--- config.mk ---
export PLATFORM = sky130hd
export DESIGN_NAME = pixel_stream_formatter_flat
export DESIGN_NICKNAME = d
export VERILOG_FILES = /design/src/rtl/pixfmt_pkg.sv /design/src/rtl/pixel_stream_formatter_if.sv /design/src/rtl/px_color_convert.sv /design/src/rtl/pixel_stream_formatter.sv /design/src/flat_wrapper.sv
export SDC_FILE = /design/constraint.sdc
export NUM_CORES = 1
export LEC_CHECK = 0
export BUFFER_PORTS_ARGS = -buffer_cell sky130_fd_sc_hd__buf_2
export CORE_ASPECT_RATIO = 0.6
export CORE_MARGIN = 1
export CORE_UTILIZATION = 47
export DETAILED_ROUTE_END_ITERATION = 12
export GPL_TIMING_DRIVEN = 0
export HOLD_SLACK_MARGIN = 0.12
export PLACE_DENSITY_LB_ADDON = 0.15
export SETUP_SLACK_MARGIN = 0.05
export SLEW_MARGIN = 20
export SYNTH_ARGS = -nofsm -noshare
export SYNTH_HDL_FRONTEND = slang
export SYNTH_SLANG_ARGS = --single-unit
--- constraint.sdc ---
create_clock -name clk -period 3.13 [get_ports clk]
set_input_delay 0.1565 -clock clk [delete_from_list [all_inputs] [get_ports clk]]
set_output_delay 0.1565 -clock clk [all_outputs]
set_load 0.02 [all_outputs]
--- src/rtl/pixfmt_pkg.sv ---
// Shared types and helpers for the SD-reader to framebuffer pixel path.
// Source formats, bytes-per-pixel and legal output pixel widths.
package pixfmt_pkg;

    typedef enum logic [1:0] {
        FMT_RGB332 = 2'd0,
        FMT_RGB565 = 2'd1,
        FMT_RGB888 = 2'd2,
        FMT_GRAY8  = 2'd3
    } fmt_e;

    localparam int PIX_W_RGB332 = 8;
    localparam int PIX_W_RGB565 = 16;

    function automatic logic [1:0] bytes_per_pixel(fmt_e f);
        logic [1:0] n;
        unique case (f)
            FMT_RGB565: n = 2'd2;
            FMT_RGB888: n = 2'd3;
            default:    n = 2'd1;
        endcase
        return n;
    endfunction

    function automatic bit pix_w_legal(int w);
        return (w == PIX_W_RGB332) || (w == PIX_W_RGB565);
    endfunction

endpackage

--- src/rtl/pixel_stream_formatter_if.sv ---
// Byte stream in from the SD reader, tagged pixel stream out to the framebuffer.
// master = formatter side, slave = the surrounding source/sink.
interface pixel_stream_formatter_if #(
    parameter int PIX_W = 8
);
    logic [7:0]       sd_data;
    logic             sd_valid;
    logic             sd_ready;
    logic [PIX_W-1:0] pixel_data;
    logic             pixel_valid;
    logic             pixel_ready;
    logic             pixel_sof;
    logic             pixel_eol;
    logic             pixel_eof;
    logic             frame_done;

    modport master (
        input  sd_data, sd_valid, pixel_ready,
        output sd_ready, pixel_data, pixel_valid,
        output pixel_sof, pixel_eol, pixel_eof, frame_done
    );

    modport slave (
        output sd_data, sd_valid, pixel_ready,
        input  sd_ready, pixel_data, pixel_valid,
        input  pixel_sof, pixel_eol, pixel_eof, frame_done
    );
endinterface

--- src/rtl/px_color_convert.sv ---
// Combinational colour conversion: expand source to R8/G8/B8 by MSB
// replication, then truncate to RGB332 or RGB565.
module px_color_convert
    import pixfmt_pkg::*;
#(
    parameter int PIX_W = 8
) (
    input  fmt_e             fmt,
    input  logic [23:0]      src,
    output logic [PIX_W-1:0] pix
);
    logic [7:0] r8, g8, b8;

    always_comb begin
        r8 = src[7:0];
        g8 = src[7:0];
        b8 = src[7:0];
        unique case (fmt)
            FMT_RGB332: begin
                r8 = {src[7:5], src[7:5], src[7:6]};
                g8 = {src[4:2], src[4:2], src[4:3]};
                b8 = {4{src[1:0]}};
            end
            FMT_RGB565: begin
                r8 = {src[15:11], src[15:13]};
                g8 = {src[10:5], src[10:9]};
                b8 = {src[4:0], src[4:2]};
            end
            FMT_RGB888: begin
                r8 = src[23:16];
                g8 = src[15:8];
                b8 = src[7:0];
            end
            default: ;
        endcase
    end

    if (PIX_W == PIX_W_RGB565) begin : g_rgb565
        assign pix = {r8[7:3], g8[7:2], b8[7:3]};
    end else begin : g_rgb332
        assign pix = {r8[7:5], g8[7:5], b8[7:6]};
    end

endmodule

--- src/rtl/pixel_stream_formatter.sv ---
// Byte-to-pixel formatter: assembles source pixels, converts them and
// tags frame/line position; one-entry output register with backpressure.
module pixel_stream_formatter
    import pixfmt_pkg::*;
#(
    parameter int PIX_W = 8,
    parameter int IMG_W = 160,
    parameter int IMG_H = 120
) (
    input  logic       clk,
    input  logic       reset_n,
    input  logic [1:0] fmt_sel,
    input  logic       frame_restart,
    pixel_stream_formatter_if.master bus
);
    localparam int XW = (IMG_W > 1) ? $clog2(IMG_W) : 1;
    localparam int YW = (IMG_H > 1) ? $clog2(IMG_H) : 1;

    if (!pix_w_legal(PIX_W)) begin : g_bad_pix_w
        $error("pixel_stream_formatter: PIX_W must be 8 or 16");
    end

    logic [1:0]       byte_cnt;
    logic [15:0]      hold;
    fmt_e             fmt_q, fmt_cur;
    logic [XW-1:0]    x;
    logic [YW-1:0]    y;
    logic [PIX_W-1:0] pix_q, pix_cnv;
    logic             vld_q, sof_q, eol_q, eof_q, done_q;
    logic             accept, first, last, load, x_end, y_end;

    always_comb begin
        first   = (byte_cnt == 2'd0) && (x == '0) && (y == '0);
        fmt_cur = first ? fmt_e'(fmt_sel) : fmt_q;
        accept  = bus.sd_valid && bus.sd_ready;
        last    = byte_cnt == (bytes_per_pixel(fmt_cur) - 2'd1);
        load    = accept && last;
        x_end   = x == XW'(IMG_W - 1);
        y_end   = y == YW'(IMG_H - 1);
    end

    px_color_convert #(.PIX_W(PIX_W)) u_conv (
        .fmt (fmt_cur),
        .src ({hold, bus.sd_data}),
        .pix (pix_cnv)
    );

    always_ff @(posedge clk or negedge reset_n) begin
        if (!reset_n) begin
            byte_cnt <= '0;
            hold     <= '0;
            fmt_q    <= FMT_RGB332;
            x        <= '0;
            y        <= '0;
            pix_q    <= '0;
            vld_q    <= 1'b0;
            sof_q    <= 1'b0;
            eol_q    <= 1'b0;
            eof_q    <= 1'b0;
            done_q   <= 1'b0;
        end else if (frame_restart) begin
            byte_cnt <= '0;
            x        <= '0;
            y        <= '0;
            vld_q    <= 1'b0;
            done_q   <= 1'b0;
        end else begin
            done_q <= vld_q && bus.pixel_ready && eof_q;
            if (accept) begin
                byte_cnt <= last ? 2'd0 : byte_cnt + 2'd1;
                if (!last) hold <= {hold[7:0], bus.sd_data};
                if (first) fmt_q <= fmt_cur;
            end
            // a new load always wins over draining the output register
            if (load) begin
                pix_q <= pix_cnv;
                vld_q <= 1'b1;
                sof_q <= (x == '0) && (y == '0);
                eol_q <= x_end;
                eof_q <= x_end && y_end;
                x     <= x_end ? '0 : x + XW'(1);
                if (x_end) y <= y_end ? '0 : y + YW'(1);
            end else if (bus.pixel_ready) begin
                vld_q <= 1'b0;
            end
        end
    end

    assign bus.sd_ready    = !vld_q || bus.pixel_ready;
    assign bus.pixel_data  = pix_q;
    assign bus.pixel_valid = vld_q;
    assign bus.pixel_sof   = sof_q;
    assign bus.pixel_eol   = eol_q;
    assign bus.pixel_eof   = eof_q;
    assign bus.frame_done  = done_q;

endmodule

--- src/flat_wrapper.sv ---
// flat-port wrapper written by rule: the top's interface ports become plain ports
module pixel_stream_formatter_flat import pixfmt_pkg::*;
#(
    parameter int PIX_W = 8,
    parameter int IMG_W = 160,
    parameter int IMG_H = 120
)
  (clk, reset_n, fmt_sel, frame_restart, bus_sd_data, bus_sd_valid, bus_pixel_ready, bus_sd_ready, bus_pixel_data, bus_pixel_valid, bus_pixel_sof, bus_pixel_eol, bus_pixel_eof, bus_frame_done);
  pixel_stream_formatter_if #(.PIX_W(PIX_W)) bus_i ();
  input  logic clk;
  input  logic reset_n;
  input  logic [1:0] fmt_sel;
  input  logic frame_restart;
  input wire logic [$bits(bus_i.sd_data)-1:0] bus_sd_data;
  input wire logic [$bits(bus_i.sd_valid)-1:0] bus_sd_valid;
  input wire logic [$bits(bus_i.pixel_ready)-1:0] bus_pixel_ready;
  output wire logic [$bits(bus_i.sd_ready)-1:0] bus_sd_ready;
  output wire logic [$bits(bus_i.pixel_data)-1:0] bus_pixel_data;
  output wire logic [$bits(bus_i.pixel_valid)-1:0] bus_pixel_valid;
  output wire logic [$bits(bus_i.pixel_sof)-1:0] bus_pixel_sof;
  output wire logic [$bits(bus_i.pixel_eol)-1:0] bus_pixel_eol;
  output wire logic [$bits(bus_i.pixel_eof)-1:0] bus_pixel_eof;
  output wire logic [$bits(bus_i.frame_done)-1:0] bus_frame_done;
  assign bus_i.sd_data = bus_sd_data;
  assign bus_i.sd_valid = bus_sd_valid;
  assign bus_i.pixel_ready = bus_pixel_ready;
  assign bus_sd_ready = bus_i.sd_ready;
  assign bus_pixel_data = bus_i.pixel_data;
  assign bus_pixel_valid = bus_i.pixel_valid;
  assign bus_pixel_sof = bus_i.pixel_sof;
  assign bus_pixel_eol = bus_i.pixel_eol;
  assign bus_pixel_eof = bus_i.pixel_eof;
  assign bus_frame_done = bus_i.frame_done;
  pixel_stream_formatter #(.PIX_W(PIX_W), .IMG_W(IMG_W), .IMG_H(IMG_H)) u_core (.clk(clk), .reset_n(reset_n), .fmt_sel(fmt_sel), .frame_restart(frame_restart), .bus(bus_i));
endmodule
==> results of run 1 <==
==> per-layer routing <==
layer	track usage, %	vias up	wire length, microns	share of wire [%]
met5	0	-	0	0
met4	5.27	0	32	0.60
met3	5.47	2	266	5.0
met2	27.2	48	1970	37
met1	38.9	908	3100	58
li1	-	920	-	-
==> worst paths after layout <==
kind                                      start                       end  slack, ps  cells past startpoint
max                          u_core.byte_cnt[0]  u_core.bus.pixel_data[3]        270                     11
min                              bus_sd_data[6]            u_core.hold[6]        150                      2
max reg2reg                  u_core.byte_cnt[0]  u_core.bus.pixel_data[3]        270                     11
min reg2reg                u_core.bus.pixel_eol      u_core.bus.pixel_eol        490                      1
max in group asynchronous               reset_n           u_core.fmt_q[1]       2010                      2
min in group asynchronous               reset_n               u_core.x[4]        520                      2
==> state kept, by name, indices dropped and copies added, names as in the netlist <==
register / flops
u_core.bus.pixel_eof: 1
u_core.bus.pixel_eol: 1
u_core.y: 7
u_core.bus.pixel_sof: 1
u_core.bus.pixel_data: 8
u_core.fmt_q: 2
u_core.hold: 9
u_core.bus.pixel_valid: 1
u_core.x: 8
u_core.byte_cnt: 2
u_core.bus.frame_done: 1
==> cell usage after synthesis (3+ instances only) <==
| library cell | number |
|---|---|
| nand3b_1 | 3 |
| nand3_1 | 12 |
| nand2b_1 | 3 |
| o211ai_1 | 6 |
| nor3_1 | 4 |
| mux2_4 | 4 |
| inv_1 | 14 |
| nand2_1 | 14 |
| and4_1 | 3 |
| nor2_1 | 11 |
| o22ai_1 | 3 |
| nor2b_1 | 3 |
| dfrtp_1 | 41 |
| o21ai_0 | 8 |
| mux2_2 | 19 |
| or4_1 | 4 |
| o31ai_1 | 7 |
| mux2i_1 | 11 |
| and3_1 | 3 |
| ha_1 | 5 |
| clkbuf_1 | 4 |
| a21oi_1 | 14 |
==> kinds of logic (layout without fill, tap and decap cells) <==
kind of cell	after synthesis	count (layout)
multiplexers	34	34
XOR/XNOR	2	2
flip-flops	41	41
buffers and inverters	24	65
adder cells (fa/ha/maj)	5	5
AND/OR/NAND/NOR	71	71
AO/OA/AOI/OAI	51	51
==> stage by stage <==
step                instance area (sq um)  total power [W]  setup TNS [ps]
CTS                                  2730          0.00229               0
global placement                     2590          0.00191               0
global route                         2750          0.00247               0
finish                               2750          0.00231               0
detailed placement                   2590          0.00193           -18.1
floorplan                            2370          0.00164               0
==> what timing repair did <==
action,CTS,global route
gates cloned,0,0
hold buffers,5,0
gates resized for setup,1,3
hold endpoints to repair,45,0
endpoints found under the setup margin,1,29
==> cell type report <==
| type | count | area (sq um) | share of cell area, % |
|---|---|---|---|
| Buffer | 9 | 51.3 | 1.87 |
| Clock buffer | 5 | 68.8 | 2.51 |
| Clock inverter | 3 | 17.5 | 0.638 |
| Inverter | 15 | 56.3 | 2.05 |
| Multi-Input combinational cell | 163 | 1260 | 45.8 |
| Sequential cell | 41 | 1030 | 37.4 |
| Tap cell | 63 | 78.8 | 2.87 |
| Timing Repair Buffer | 33 | 190 | 6.93 |
==> power groups by stage <==
stage | combinational (W) | sequential, W | clock, W
after floorplan | 0.000786 | 0.000853 | 0
after global placement | 0.00112 | 0.000795 | 0
after detailed placement | 0.00113 | 0.000797 | 0
after CTS | 0.00115 | 0.000791 | 0.000353
after global routing | 0.00127 | 0.000816 | 0.000387
final | 0.00117 | 0.000794 | 0.000343
==> run summary, run 1 <==
DP HPWL - 3910 microns
Final-layout fill cell count - 422
Die Y - 57.0 microns
Synthesized cell area - 2370 sq um
Top FF cell, synth - dfrtp_1
# Max-Cap Violations - 0
CTS tree - yes
Least-Margin Pin Slew - 931 ps
DR WL/cell - 16.2 microns
Die ar. - 5340 sq um
HP Class - input port to flip-flop
Number of synthesized flops with an enable pin - 0
Synth Area per Inst - 10.4 sq um
Hold Worst Slack - 147 ps
Final-report hold violation count - 0
Synth Register Bits - 41
Initial antenna violation count - 0
Leak - 1.22 nW
Most frequent cells in the layout - dfrtp_1 (41), buf_2 (30), mux2_2 (19)
Cells along the critical path - clkbuf_1 -> inv_1 -> ha_1 -> nor3b_2 -> nand4_4 -> mux2i_2 -> a2bb2oi_2 -> nand2b_4 -> buf_6 -> buf_6 -> mux2_4
Final min period - 2860 ps
Fin nets - 288
Startpoint types - flip-flop
WP data arrival - 3040 ps
PortBufs - 28
GRT Resource Usage Total - 22.7%
CP dominant cell by count - buf_6
Sw frac - 40.4%
Buffer count from post-CTS setup fixing - 0
1st-pass router iterations - 5
Fmax - 350 MHz
Run status - finished, final reports clean
Worst relative slew slack - 37.9%
CP max stage cell - dfrtp_1
Clk pin slew, worst setup/hold paths - 80 ps
Internal - 0.00138 W
Worst Slack Setup Final - 273 ps
Largest net degree at the start of global routing - 42
Post-Synth XOR/XNOR Area - 0.740%
Main combinational cell family by area after synthesis - simple AND/OR/NAND/NOR gates
Sequential area share after synthesis - 43.3%
Area Overhead vs Synth - 15.9%
Htree depth - 2
Post-Route WL - 5370 microns
Layout cells sized above 1 - 27.1%
Pre-CTS setup slack - -18.1 ps
CP delay by family, top - simple AND/OR/NAND/NOR gates
Cell count after placement - 319
Die W - 93.6 microns
Area share of the largest cell type after synthesis - 43.3%
Gr ovfl total - 0
Max clock buf depth - 2
Yosys warns - 0
Total CTS buffers - 5
Post-DRT Antenna Nets - 0
RSZ-0062 raised after global routing - no
Number of diodes - 0
Core Area - 4710 sq um
Max rail drop VDD - 0.497 mV
Cell taking the most area after synthesis - dfrtp_1
Vias per std cell - 5.66
Io pins - 29
Synth Area in Compound Gates - 14.7%
Initial drt markers - 219
Core Rows - 19
Adder-Cell Fraction of Synth Area - 2.64%
Commonest non-fill, non-tap cell in the layout - dfrtp_1
Vias - 1878
Synth area leaders - dfrtp_1 (43%), mux2_2 (9.0%), mux2i_1 (4.6%)
Mapped Nets - 248
Initial cell density of the core - 50.3%
Setup-failing EPs final - 0
Post-synth cell types - 46
Mux contribution to synthesized area - 16.2%
Reg power frac - 34.3%
Non-Filler Instances - 332
Crit path largest cell delay - 360 ps
Worst Path Buf+Inv - 4
Worst Skew - 1.67 ps
Later-pin clock latency in the skew report - 290 ps
Crit-path max FO - 10
Routability cong. - 0.808
First-pass GRT wire length - 9130 microns
# DRC - 0
Count of final max-slew check failures - 0
Synth Area in Simple Gates - 17.9%
Worst EP required - 3310 ps
Setup CP Type - flip-flop to flip-flop
Element type at the critical path end - flip-flop
Root buffer cell - clkbuf_8
PwrDens - 842 nW/um^2
Clk pwr share - 14.8%
Vias in the first global route - 1702
Gate power share - 50.8%
Syn Inst Count - 228
Synth async-reset ratio - 100%
Final period util - 91.3%
Net Sw Power - 0.000933 W
Fin util - 58.3%
# clock sinks - 41
(Power assumes the default switching activity.)
==> run 2: changes to the inputs <==
ABC_AREA = 1   (was default)
==> run summary, run 2 <==
Run status - finished, final reports clean
DP HPWL - 4370 microns (+12%)
Post-DRT Antenna Nets - 0 (unchanged)
Fin area - 2850 sq um (+3.7%)
Commonest non-fill, non-tap cell in the layout - nand2_1
Worst EP required - 3320 ps (about the same)
Hold Worst Slack - 144 ps (-2.75 ps)
Fmax - 430 MHz (+23%)
Least-Margin Pin Slew - 918 ps (-13.0 ps)
Critical Path Stages - 18 (+7)
GRT Resource Usage Total - 23.7% (+1.0 points)
Synth Register Bits - 41 (unchanged)
Largest net degree at the start of global routing - 42 (unchanged)
Mapped Nets - 353 (+42%)
Worst relative slew slack - 38.8% (+0.87 points)
Final-layout fill cell count - 457 (+8.3%)
Syn Inst Count - 333 (+46%)
Final-report hold violation count - 0 (unchanged)
Total CTS buffers - 5 (unchanged)
Setup TNS - 0 ps (unchanged)
Synth top cells by count - nand2_1 (123), dfrtp_1 (41), nand3_1 (31)
DR WL/cell - 13.3 microns (-18%)
Top reg by flops - u_core.hold
Later-pin clock latency in the skew report - 300 ps (about the same)
Startpoint types - flip-flop
Cells along the critical path - inv_1 -> ha_1 -> nand2_1 -> nor2_1 -> nand2_1 -> nor2_2 -> nand3_1 -> nand2_1 -> nand2_2 -> nand2_1 -> nand2_1 -> inv_2 -> nand3_4 -> inv_2 -> nand2_1 -> buf_6 -> nand2_1 -> nand2_1
1st-pass router iterations - 4 (-1)
Core Area - 4780 sq um (+1.5%)
Htree depth - 2 (unchanged)
# clock sinks - 41 (unchanged)
Sequential area share after synthesis - 42.1% (-1.3 points)
Element type at the critical path end - flip-flop
Final period util - 74.3% (-17 points)
Initial antenna violation count - 0 (unchanged)
Layout cells sized above 1 - 18.2% (-8.9 points)
Leak - 1.52 nW (+25%)
Reg-to-Reg Start - u_core.y[0]
Vias per std cell - 5.06 (-11%)
Crit-path max FO - 10 (unchanged)
Number of diodes - 0 (unchanged)
Die ar. - 5490 sq um (+2.9%)
Root buffer cell - clkbuf_8
Die Y - 57.8 microns (+1.4%)
PortBufs - 27 (-3.6%)
Number of synthesized flops with an enable pin - 0 (unchanged)
Cell count after placement - 423 (+33%)
Final min period - 2330 ps (-531 ps)
Most frequent cells in the layout - nand2_1 (123), dfrtp_1 (41), nand3_1 (31)
Hold path depth - 3 (+1)
HP Class - input port to flip-flop
WP data arrival - 2520 ps (-520 ps)
Worst Setup SP - u_core.y[0]
CP delay by family, top - simple AND/OR/NAND/NOR gates
RSZ-0062 raised after global routing - no
FF/Latch Area - 1030 sq um (unchanged)
Hold_sp - bus_sd_data[5]
Synth area leaders - dfrtp_1 (42%), nand2_1 (19%), nand3_1 (6.4%)
Worst Path Buf+Inv - 4 (unchanged)
Top FF cell, synth - dfrtp_1
Synth async-reset ratio - 100% (unchanged)
Area share of the largest cell type after synthesis - 42.1% (-1.3 points)
Crit path largest cell delay - 430 ps (+70 ps)
Die W - 95.0 microns (+1.5%)
Synthesized cell area - 2440 sq um (+3.0%)
Post-synth cell types - 29 (-37%)
Max FFs per register - 9 (unchanged)
Fin nets - 392 (+36%)
Non-Filler Instances - 436 (+31%)
CTS resizes - 0 (-1)
Routability cong. - 0.854 (+5.7%)
Initial drt markers - 170 (-22%)
CTS tree - yes
Cell taking the most area after synthesis - dfrtp_1
Count of final max-slew check failures - 0 (unchanged)
Multi-input gate area - 1210 sq um (-3.8%)
Post-Route WL - 5780 microns (+7.6%)
Worst-case reg-to-reg path depth - 18 (+7)
Synth Area per Inst - 7.33 sq um (-29%)
Worst Skew - 8.39 ps (+6.72 ps)
Max clock buf depth - 2 (unchanged)
Tot Pwr - 0.00265 W (+15%)
Vias - 2206 (+17%)
Dpl cell area - 2660 sq um (+2.8%)
# DRC - 0 (unchanged)
Vias in the first global route - 1930 (+13%)
Setup-failing EPs final - 0 (unchanged)
Yosys warns - 0 (unchanged)
Max rail drop VDD - 0.582 mV (+17%)
Initial cell density of the core - 51.1% (+0.74 points)
Io pins - 29 (unchanged)
CP max stage cell - dfrtp_1
First-pass GRT wire length - 9720 microns (+6.4%)
Clk pin slew, worst setup/hold paths - 80 ps (about the same)
Setup CP Type - flip-flop to flip-flop
Area Overhead vs Synth - 16.7%
# Max-Cap Violations - 0 (unchanged)
Count leader, synth - nand2_1
PwrDens - 931 nW/um^2 (+11%)
CP dominant cell by count - nand2_1
Gr ovfl total - 0 (unchanged)
Core Rows - 19 (unchanged)
[run 2: final timing paths]
check,endpoint,slack [ps]
max,u_core.bus.pixel_sof,800
min,u_core.hold[5],140
max reg2reg,u_core.bus.pixel_sof,800
min reg2reg,u_core.bus.pixel_data[7],470
max in group asynchronous,u_core.byte_cnt[0],2030
min in group asynchronous,u_core.x[4],510
[run 2: cells by family (layout without fill, tap and decap cells)]
family	count (synthesis)	in the layout	synth area share, %
AND/OR/NAND/NOR	214	214	39.6
AO/OA/AOI/OAI	21	21	4.97
XOR/XNOR	6	6	2.15
buffers and inverters	46	86	8.67
flip-flops	41	41	42.1
adder cells (fa/ha/maj)	5	5	2.56
[run 2: metrics by stage]
step | worst slack (ps) | util (%)
floorplan | 1150 | -
global route | 559 | 59.6
finish | 805 | 59.6
global placement | 856 | 55.5
detailed placement | 837 | 55.7
CTS | 830 | 59.6
[run 2: repair_timing]
item | 4_1_cts | 5_1_grt
hold endpoints to repair | 45 | 0
setup buffers | 0 | 0
hold buffers | 5 | 0
[run 2: worst min-delay path, cell delays in order]
cell and delay [ps]:
buf_2 110, nand3_1 80, nand2_1 70
[run 2: layout make-up]
cell class	count	area share, %
multi-input cells	246	42.4
flip-flops and latches	41	36.0
repair buffers	32	6.50
inverters	38	5.01
well taps	63	2.77
clock buffers	5	2.42
clock inverters	3	2.42
plain buffers	8	2.42
[run 2: report_power, final]
| group | switching [W] | total, W | internal (W) |
|---|---|---|---|
| sequential | 0.000108 | 0.000793 | 0.000685 |
| clock | 0.000201 | 0.000522 | 0.000321 |
| combinational | 0.000899 | 0.00134 | 0.000439 |
| total | 0.00121 | 0.00265 | 0.00144 |
[run 2: metal layers]
layer / up-vias / global-route usage (%) / wire (microns)
met5: - / 0 / 0
met4: 0 / 4.55 / 38
met3: 4 / 6.56 / 486
met2: 77 / 29.7 / 2110
met1: 990 / 39.2 / 3150
li1: 1135 / - / -
